==> config.mk <==
export PLATFORM = sky130hd
export DESIGN_NAME = pwm_dac_stage_flat
export DESIGN_NICKNAME = d
export VERILOG_FILES = /design/src/rtl/pwm_dac_stage_if.sv /design/src/rtl/pwm_dac_stage.sv /design/src/flat_wrapper.sv
export SDC_FILE = /design/constraint.sdc
export NUM_CORES = 1
export LEC_CHECK = 0
export CORE_MARGIN = 3
export CORE_UTILIZATION = 33
export DETAILED_ROUTE_END_ITERATION = 10
export PLACE_DENSITY_LB_ADDON = 0.25
export SYNTH_ARGS = -nofsm -noshare
export SYNTH_HDL_FRONTEND = slang
export SYNTH_SLANG_ARGS = --single-unit
==> constraint.sdc <==
create_clock -name clk -period 2.46 [get_ports clk]
set_clock_uncertainty 0.2 [all_clocks]
set_input_delay 0.369 -clock clk [delete_from_list [all_inputs] [get_ports clk]]
set_output_delay 0.369 -clock clk [all_outputs]
set_load 0.01 [all_outputs]
==> src/rtl/pwm_dac_stage_if.sv <==
// Sample stream handshake between the waveform generator (master) and the
// PWM/sigma-delta output stage (slave).
interface pwm_dac_stage_if #(
  parameter int WIDTH = 8
) ();
  logic [WIDTH-1:0] sample_in;
  logic             sample_valid;
  logic             sample_ready;

  modport master (
    output sample_in,
    output sample_valid,
    input  sample_ready
  );

  modport slave (
    input  sample_in,
    input  sample_valid,
    output sample_ready
  );
endinterface

==> src/rtl/pwm_dac_stage.sv <==
// PWM / first-order sigma-delta output stage.
// Each accepted sample is held as the duty value for one 2^WIDTH-slot frame.
// A one-deep pending register decouples the producer from frame timing.
//
//   state   | meaning
//   --------+-------------------------------------------------------
//   ST_IDLE | output held low, slot counter and accumulator cleared
//   ST_RUN  | frames running, slot counter advancing every cycle
module pwm_dac_stage #(
  parameter int WIDTH = 8
) (
  input  logic            clk,
  input  logic            reset,
  input  logic            enable_i,
  input  logic            mode_i,
  pwm_dac_stage_if.slave  smp,
  output logic            pwm_out_o,
  output logic            frame_start_o
);

  typedef enum logic {
    ST_IDLE,
    ST_RUN
  } state_t;

  localparam logic [WIDTH-1:0] SLOT_LAST = '1;

  state_t           state_q, state_d;
  logic [WIDTH-1:0] s_q, s_d;
  logic [WIDTH-1:0] d_q, d_d;
  logic [WIDTH-1:0] p_q, p_d;
  logic             p_full_q, p_full_d;
  logic             m_q, m_d;
  // Only the low WIDTH bits of the accumulator carry over between slots;
  // the carry is regenerated every slot from acc_sum.
  logic [WIDTH-1:0] acc_q, acc_d;
  logic [WIDTH:0]   acc_sum;

  logic running;
  logic last_slot;
  logic ready;
  logic xfer;
  logic boundary;

  assign smp.sample_ready = ready;

  // Next-state, handshake and output decode
  always_comb begin
    running   = (state_q == ST_RUN);
    last_slot = running && (s_q == SLOT_LAST);
    ready     = !p_full_q || last_slot;
    xfer      = smp.sample_valid && ready;
    // A frame also ends on the last slot when enable has just dropped, so a
    // sample accepted in that slot lands in D instead of being lost.
    boundary  = last_slot || (!running && enable_i);
    acc_sum   = {1'b0, acc_q} + {1'b0, d_q};

    state_d  = state_q;
    s_d      = s_q;
    d_d      = d_q;
    p_d      = p_q;
    p_full_d = p_full_q;
    m_d      = m_q;
    acc_d    = acc_q;

    if (xfer) begin
      p_d      = smp.sample_in;
      p_full_d = 1'b1;
    end

    if (boundary) begin
      if (xfer) begin
        d_d = smp.sample_in;
      end else if (p_full_q) begin
        d_d = p_q;
      end
      p_full_d = 1'b0;
      m_d      = mode_i;
    end

    case (state_q)
      ST_IDLE: begin
        s_d   = '0;
        acc_d = '0;
        if (enable_i) begin
          state_d = ST_RUN;
        end
      end
      ST_RUN: begin
        if (!enable_i) begin
          state_d = ST_IDLE;
          s_d     = '0;
          acc_d   = '0;
        end else begin
          s_d   = s_q + 1'b1;
          acc_d = last_slot ? '0 : acc_sum[WIDTH-1:0];
        end
      end
      default: begin
        state_d = ST_IDLE;
      end
    endcase

    frame_start_o = running && (s_q == '0);
    pwm_out_o     = running && (m_q ? acc_sum[WIDTH] : (s_q < d_q));
  end

  // State registers with synchronous reset
  always_ff @(posedge clk) begin
    if (reset) begin
      state_q  <= ST_IDLE;
      s_q      <= '0;
      d_q      <= '0;
      p_q      <= '0;
      p_full_q <= 1'b0;
      m_q      <= 1'b0;
      acc_q    <= '0;
    end else begin
      state_q  <= state_d;
      s_q      <= s_d;
      d_q      <= d_d;
      p_q      <= p_d;
      p_full_q <= p_full_d;
      m_q      <= m_d;
      acc_q    <= acc_d;
    end
  end

endmodule

==> src/flat_wrapper.sv <==
// flat-port wrapper written by rule: the top's interface ports become plain ports
module pwm_dac_stage_flat 
#(
  parameter int WIDTH = 8
)
  (clk, reset, enable_i, mode_i, pwm_out_o, frame_start_o, smp_sample_in, smp_sample_valid, smp_sample_ready);
  pwm_dac_stage_if #(.WIDTH(WIDTH)) smp_i ();
  input  logic clk;
  input  logic reset;
  input  logic enable_i;
  input  logic mode_i;
  output logic pwm_out_o;
  output logic frame_start_o;
  input wire logic [$bits(smp_i.sample_in)-1:0] smp_sample_in;
  input wire logic [$bits(smp_i.sample_valid)-1:0] smp_sample_valid;
  output wire logic [$bits(smp_i.sample_ready)-1:0] smp_sample_ready;
  assign smp_i.sample_in = smp_sample_in;
  assign smp_i.sample_valid = smp_sample_valid;
  assign smp_sample_ready = smp_i.sample_ready;
  pwm_dac_stage #(.WIDTH(WIDTH)) u_core (.clk(clk), .reset(reset), .enable_i(enable_i), .mode_i(mode_i), .smp(smp_i), .pwm_out_o(pwm_out_o), .frame_start_o(frame_start_o));
endmodule
After elaboration in Yosys (flattened, before gate mapping) --
Cells that the tools add are included.
Storage, ports and cells: flip-flop bits (word level) 35, latch bits 0, RAM bits 0, memory bits (read-only) 0, output and inout bits 3, logic and storage cells 34, memories kept 0
Cells by class: $add $sub $neg 2, multiply operators 0, divide/modulo/power cells 0, order comparisons 1, eq/ne operators 1, shifts and indexed selects 0, multiplexer cells 9, bitwise gates (word level) 1, reduce and logical (&&, ||, !) cells 13
Operator list (number):
- 8-bit two-way mux | 5
- 8-bit case mux with 2 select lines | 2
- 8-bit by 8-bit adder with 9-bit output | 1
- 8-bit by 1-bit adder with 8-bit output, second input constant | 1
- 8-bit equality test, second input constant | 1
- 8-bit logical NOT | 1
- 8-bit < comparator | 1
- 1-bit logical AND | 5
- 1-bit logical NOT | 2
- 1-bit logical OR | 2
- 1-bit two-way mux | 2
- 2-bit AND reduction | 1
- 2-bit nonzero test | 1
- 2-bit OR reduction | 1
- 1-bit inverter | 1

Longest topological paths before layout --
Gate-level depths: netlist (run 1).
depth in word-level cells 6, mapped depth 6, depth with buffers taken out 6

Least setup slack after synthesis (run 1) --
OpenSTA, ideal clock, no wires.
path type flip-flop to output port, start reg u_core.d_q[0], end out pwm_out_o, data arrival time 1662 ps, slack 229 ps, stages on the path, launching flop included 7, path buffers 0, cell sequence dfxtp_1 ha_1 fa_1 a211oi_1 o21a_1 o211ai_1 and4_1
Between the ends: longest elaborated chain between the ends 3, elaborated cells between the ends (all ways) 4, classes of those cells 1 x add/sub; 1 x order compare; 1 x mux; 1 x reduce/logical
Ends and longest elaborated chain:
- start, declared | RTL line pwm_dac_stage.sv:30 | logic [WIDTH-1:0] d_q, d_d;
- start signal, assigned | RTL line pwm_dac_stage.sv:113 | d_q <= '0;
- start signal, assigned | RTL line pwm_dac_stage.sv:121 | d_q <= d_d;
- 8-bit by 8-bit adder with 9-bit output / 8-bit < comparator (equally long branches) | RTL line pwm_dac_stage.sv:56, pwm_dac_stage.sv:105
- 1-bit two-way mux * | RTL line pwm_dac_stage.sv:105 | pwm_out_o = running && (m_q ? acc_sum[WIDTH] : (s_q < d_q));
- 1-bit logical AND * | RTL line pwm_dac_stage.sv:105
- end, declared | RTL line flat_wrapper.sv:12 | output logic pwm_out_o;
Every way passes the cells marked *; elsewhere a longest branch is shown, timed or not.

Final worst setup path (run 1) --
Same ends and word-level chain as after synthesis.

==> results of run 1 <==
==> placed cells by master (no fill, tap or decap), drive strengths merged, types with 4 or more instances in the layout <==
| cell | synthesis | routed |
|---|---|---|
| dfxtp | 35 | 35 |
| a211oi | 5 | 5 |
| o22ai | 6 | 6 |
| ha | 17 | 17 |
| nor2 | 40 | 40 |
| o32ai | 6 | 6 |
| mux2i | 10 | 10 |
| o21a | 4 | 4 |
| clkdlybuf4s50 | 0 | 13 |
| nor2b | 9 | 9 |
| o21ai | 7 | 7 |
| inv | 11 | 11 |
| nand3 | 4 | 4 |
| nand2b | 19 | 19 |
| clkbuf | 4 | 6 |
| xor2 | 5 | 5 |
| buf | 4 | 29 |
| a21oi | 11 | 11 |
| nand4 | 5 | 5 |
| nand2 | 6 | 6 |
==> cell type report <==
cell class,instances,area [um^2],share of cell area [%]
Clock inverter,2,12.5,0.473
Clock buffer,6,72.6,2.75
Timing Repair Buffer,43,354,13.4
Tap cell,75,93.8,3.55
Inverter,11,41.3,1.56
Multi-Input combinational cell,192,1370,51.7
Sequential cell,35,703,26.6
==> worst paths after layout <==
check / from / endpoint / slack (ps)
max reg2reg: u_core.d_q[2] / u_core.acc_q[7] / 360
min: u_core.p_q[7] / u_core.p_q[7] / 290
max: u_core.d_q[0] / pwm_out_o / -60
min reg2reg: u_core.p_q[7] / u_core.p_q[7] / 290
==> metal layers <==
metal | GRT usage (%) | up-vias | share of wire [%]
li1 | - | 980 | -
met1 | 20.5 | 814 | 54
met2 | 22.2 | 21 | 42
met3 | 2.95 | 2 | 2.7
met4 | 3.40 | 0 | 0.53
met5 | 0 | - | 0
==> repair_timing <==
action                     4_1_cts  5_1_grt
resized for setup               11        1
setup buffers                    0        1
pin swaps                        4        2
setup endpoints to repair        2        1
==> worst register-to-register path, delay by kind of cell, from the launching register on <==
family	cells	cell delay, ps
buffers and inverters	1	160
adders and majority gates	1	280
AOI/OAI and AO/OA	3	820
muxes	1	140
DFF	1	400
==> power breakdown <==
group | internal (mW) | switching (mW)
Clock | 0.198 | 0.212
Combinational | 0.111 | 0.100
Sequential | 0.592 | 0.0217
==> kinds of logic after synthesis <==
kind of cell,count (synthesis)
AND/OR/NAND/NOR,100
AO/OA/AOI/OAI,57
flip-flops,35
buffers and inverters,19
adder cells (fa/ha/maj),18
multiplexers,10
XOR/XNOR,7
==> through the flow <==
stage | power [mW] | util (%) | hold slack [ps] | setup TNS (ps)
after floorplan | 0.751 | - | 249 | 0
after global placement | 0.836 | 41.5 | 277 | -276
after detailed placement | 0.838 | 41.5 | 284 | -277
after CTS | 1.25 | 43.2 | 298 | -159
after global routing | 1.31 | 43.3 | 322 | -182
final | 1.23 | 43.3 | 294 | -56.0
==> Yosys cell counts, types with 3 or more instances <==
cell and count:
buf_2 3, o21ai_0 6, nor2_1 40, a211oi_1 5, nor2b_1 9, a21oi_1 10, o21a_1 4, nand3_1 4
nand2_1 5, o22ai_1 6, ha_1 17, o32ai_1 6, clkbuf_1 4, nand4_1 5, inv_1 11, nor3_1 3
xor2_1 5, mux2i_1 10, and3_1 3, nand2b_1 19, dfxtp_1 35
==> flip-flops by register name, summed over array words and instances, names as in the netlist <==
register,cells
u_core.acc_q,8
u_core.s_q,8
u_core.running,1
u_core.p_full_q,1
u_core.d_q,8
u_core.p_q,8
u_core.m_q,1
==> impl_metrics.yaml, run 1 <==
global_route:
  antenna_found_initial: 0
  grt-ovfl-total: 0
  first_global_vias: 1756
  grt_first_pass_wirelength_um: 8520
  grt_use_total_pct: 14.4
  grt_max_degree: 24
floorplanning:
  rows: 28
  ios: 16
  die_h_um: 86.3
  fp.dieW_um: 86.3
  start_util_pct: 34.9
  core_um2: 6100
  die_area_um2: 7440
worst_setup_path:
  reg2reg_depth: 6
  worst_path_dominant_cell_family: "adder cells"
  crit_path_start_kind: "flop"
  cp.required_ps: 1890
  worstSetupPathType: "flop to primary output"
  critPathMaxFanout: 3
  critical_path_buf_inv_count: 1
  worst_path_largest_cell_delay_ps: 350
  cp.depth: 7
  worstSetupEndpointType: "primary output"
  crit_chain: "ha_4 -> fa_2 -> a211oi_2 -> o21a_1 -> o211ai_1 -> and4_1 -> buf_2"
  worstPathArrival_ps: 1950
  crit_path_top_delay_cell: "fa_2"
logic_synthesis:
  synth_top_family_by_area: "simple AND/OR/NAND/NOR gates"
  synth_cells: 246
  synth_seq_cells: 35
  synth-adder-area-share_pct: 10.9
  yosysWarnings: 0
  synth_top_area_share_pct: 33.0
  syn_area_um2: 2130
  netlist-cell-type-count: 48
  synth_nets: 277
  synth_mux_area_share_pct: 4.71
  synth-xor-area-share_pct: 2.88
  synth_largest_area_cell: "dfxtp_1"
  synthSimpleGateAreaFrac_pct: 25.4
  synth_compound_area_share_pct: 19.2
  synth_edf_count: 0
  syn-mean-instance-area_um2: 8.64
  synth_ff_type: "dfxtp_1"
  synth-seq-area-share_pct: 33.0
  ys_async_sr_fraction_pct: 0
  synthTopCellsByArea: "dfxtp_1, ha_1, nor2_1, nand2b_1, mux2i_1"
job:
  cap_violations: 0
detailed_routing:
  via_per_inst: 4.99
  drcViolationCount: 0
  drtIter0Drc: 80
  first_pass_iters: 4
  wl_um: 4750
  vias: 1817
  avgRoutedWirePerCell_um: 13.0
  detail-route-antenna-nets: 0
sta:
  layout_setup_ws_ps: -56.0
  clock.fmax_mhz: 397
  fin_crit_ps: 2520
  fin_crit_sh_pct: 102
  tightest_slew_ps: 671
  finalSetupViolations: 1
  hold_viol: 0
  rsz0062_at_grt: "yes"
  final_max_slew_viol_count: 0
  slew_headroom_pct: 54.9
clocking:
  numCtsBuffers: 5
  cts_hold_buf: 0
  clk_pin_slew_ps: 80
  clockBufferDepth: 2
  clock_latency_ps: 290
  root_buffer: "clkbuf_8"
  cts_max_level: 2
  clock_sinks: 35
  cts_tree: "built"
finish:
  drive_gt1_share_pct: 16.3
  num-nets-final: 319
  n_antenna_cell: 0
  area_growth_syn_to_layout_pct: 24.3
  final_cell_area_um2: 2640
  n_fill_cell: 643
  finalNonFillerCells: 364
place:
  place_congestion: 0.812
  dp.cells: 355
  dp_hpwl_um: 3730
  port_buffers: 15
  dp_slack_ps: -277
  placed_cell_area_um2: 2530
power:
  power_per_cell_area_nw_per_um2: 467
  peakVddDrop_uv: 323
  p_leak_nw: 1.10
outcome:
  violations: "negative setup slack"
  status: "finished with violations"
min_path:
  holdPathStages: 2
  hold_class: "flop to flop"
Power figures use the tool's default switching activity.
==> inputs of run 2 (changes only) <==
Settings changed: PLACE_DENSITY_LB_ADDON 0.25 to not set.
==> run 2 against run 1 <==
  * The flow still finishes with violations (negative setup slack)
  * Routed wire length is 3.2% higher
  * Worst setup slack worse by 27 ps
  * Clock power is 12% higher
  * Global-route usage is 0.16 points higher
  * Critical endpoint unchanged
  * Worst hold slack worse by 2.8 ps
  * First-iteration DRC count is 16% higher
  * Largest power group unchanged
==> impl_metrics.yaml, run 2 (synthesis results as in run 1) <==
outcome:
  status: "finished with violations"
  violations: "negative setup slack"
worst_setup_path:
  worstPathArrival_ps: 1970
  worst_path_dominant_cell_family: "adder cells"
  worstSetupEndpointType: "primary output"
  crit_path_top_delay_cell: "dfxtp_4"
  r2r_start: "u_core.s_q[1]"
  critPathMaxFanout: 2
  crit_chain: "ha_4 -> fa_2 -> a211oi_2 -> o21a_1 -> o211ai_1 -> and4_1 -> buf_2"
  rrSetupSlack_ps: 340
  critical_path_buf_inv_count: 1
  cp.required_ps: 1890
  r2r_end: "u_core.d_q[5]"
  worst_path_largest_cell_delay_ps: 360
  reg2reg_depth: 7
  worstSetupPathType: "flop to primary output"
  crit_path_start_kind: "flop"
detailed_routing:
  dr_wl_met2_um: 2260
  wl_um: 4900
  avgRoutedWirePerCell_um: 13.3
  detail-route-antenna-nets: 0
  via_per_inst: 5.14
  drcViolationCount: 0
  vias: 1893
  drtIter0Drc: 93
  top_layer: "met4"
  wl_met1_um: 2420
  dr_wl_met3_um: 147
  first_pass_iters: 4
finish:
  n_antenna_cell: 0
  area_growth_syn_to_layout_pct: 26.7
  num-nets-final: 323
  multi_input_area_um2: 1370
  n_fill_cell: 613
  utilization_pct: 44.2
  final_cell_mix: "nor2_1, dfxtp_1, buf_4"
  seqCellArea_um2: 704
  drive_gt1_share_pct: 17.7
  finalNonFillerCells: 368
  final_common_cell: "nor2_1"
clocking:
  clock_sinks: 35
  cts_tree: "built"
  clk_pin_slew_ps: 80
  cts_max_level: 2
  root_buffer: "clkbuf_8"
  cts_hold_buf: 0
  clock_latency_ps: 300
  numCtsBuffers: 5
  clockBufferDepth: 2
sta:
  layout_setup_ws_ps: -83.0
  slew_headroom_pct: 55.9
  rsz0062_at_grt: "yes"
  final_max_slew_viol_count: 0
  clock.fmax_mhz: 393
  fin_crit_ps: 2540
  fin_crit_sh_pct: 103
  tightest_slew_ps: 657
  hold_viol: 0
  finalSetupViolations: 1
  whs_ps: 291
place:
  port_buffers: 15
  dp_hpwl_um: 3820
  dp.cells: 357
  place_congestion: 0.772
floorplanning:
  fp.dieW_um: 86.3
  die_area_um2: 7440
  core_um2: 6100
  ios: 16
  die_h_um: 86.3
  start_util_pct: 34.9
  rows: 28
min_path:
  hold_class: "flop to flop"
  holdPathEnd: "u_core.p_q[2]"
  holdPathStages: 2
  hp-start: "u_core.p_q[2]"
power:
  peakVddDrop_uv: 362
  p_leak_nw: 1.13
  power_per_cell_area_nw_per_um2: 478
global_route:
  grt_first_pass_wirelength_um: 8560
  first_global_vias: 1822
  antenna_found_initial: 0
  grt_use_total_pct: 14.5
  grt-ovfl-total: 0
  grt_max_degree: 18
job:
  cap_violations: 0
## run 2: changes by cell type in the layout (fill, tap and decap cells not counted)
cell,change
dfxtp_4,+1
nor4b_1,-1
dfxtp_1,+1
clkinv_4,+1
dfxtp_2,-2
clkinv_2,-1
buf_4,+4
clkbuf_8,+1
clkbuf_1,-1
nor4b_2,+1
## run 2: stage by stage
step                      TNS [ps]  cell area [um^2]  setup slack (ps)  total power [mW]
after global routing          -173              2690              -173              1.36
after CTS                     -178              2690              -178              1.31
after floorplan                  0              2130               229             0.751
after global placement        -274              2550              -274             0.838
final                        -83.0              2690             -83.0              1.29
after detailed placement      -297              2550              -297             0.841
## run 2: cell type report
type / instances / share of cell area, %
clock inverters: 2 / 0.604
repair buffers: 47 / 14.3
well taps: 75 / 3.48
clock buffers: 6 / 3.07
inverters: 11 / 1.53
flip-flops and latches: 35 / 26.1
multi-input cells: 192 / 50.9
## run 2: power by group
part / leakage, nW / switching [mW] / internal, mW
combinational: 0.798 / 0.100 / 0.114
clock: 0.0474 / 0.231 / 0.229
sequential: 0.286 / 0.0232 / 0.591
## run 2: worst register-to-register path, stage by stage (launching register included)
cell     delay [ps]
dfxtp_1         360
buf_4           150
ha_1            150
buf_4           140
nand4_1         110
nor3_1          570
o32ai_1         190
nor2_1          170
## run 2: worst max-delay path by stage
stage,startpoint,end,cells after the start
after floorplan,u_core.d_q[0],pwm_out_o,6
after global placement,u_core.acc_q[0],pwm_out_o,7
after detailed placement,u_core.d_q[0],pwm_out_o,7
after CTS,u_core.d_q[0],pwm_out_o,7
after global routing,u_core.d_q[0],pwm_out_o,7
final,u_core.d_q[0],pwm_out_o,7
## run 2: per-layer routing
metal  global-route usage, %  vias up
met1                    19.1      873
met5                       0        -
met4                    5.10        0
met2                    23.7       28
li1                        -      985
met3                    2.95        7
## run 2: what timing repair did
item	4_1_cts	5_1_grt
hold endpoints to repair	0	0
buffers inserted	3	0
gates resized for setup	11	2
pin swaps	4	2
endpoints found under the setup margin	2	2
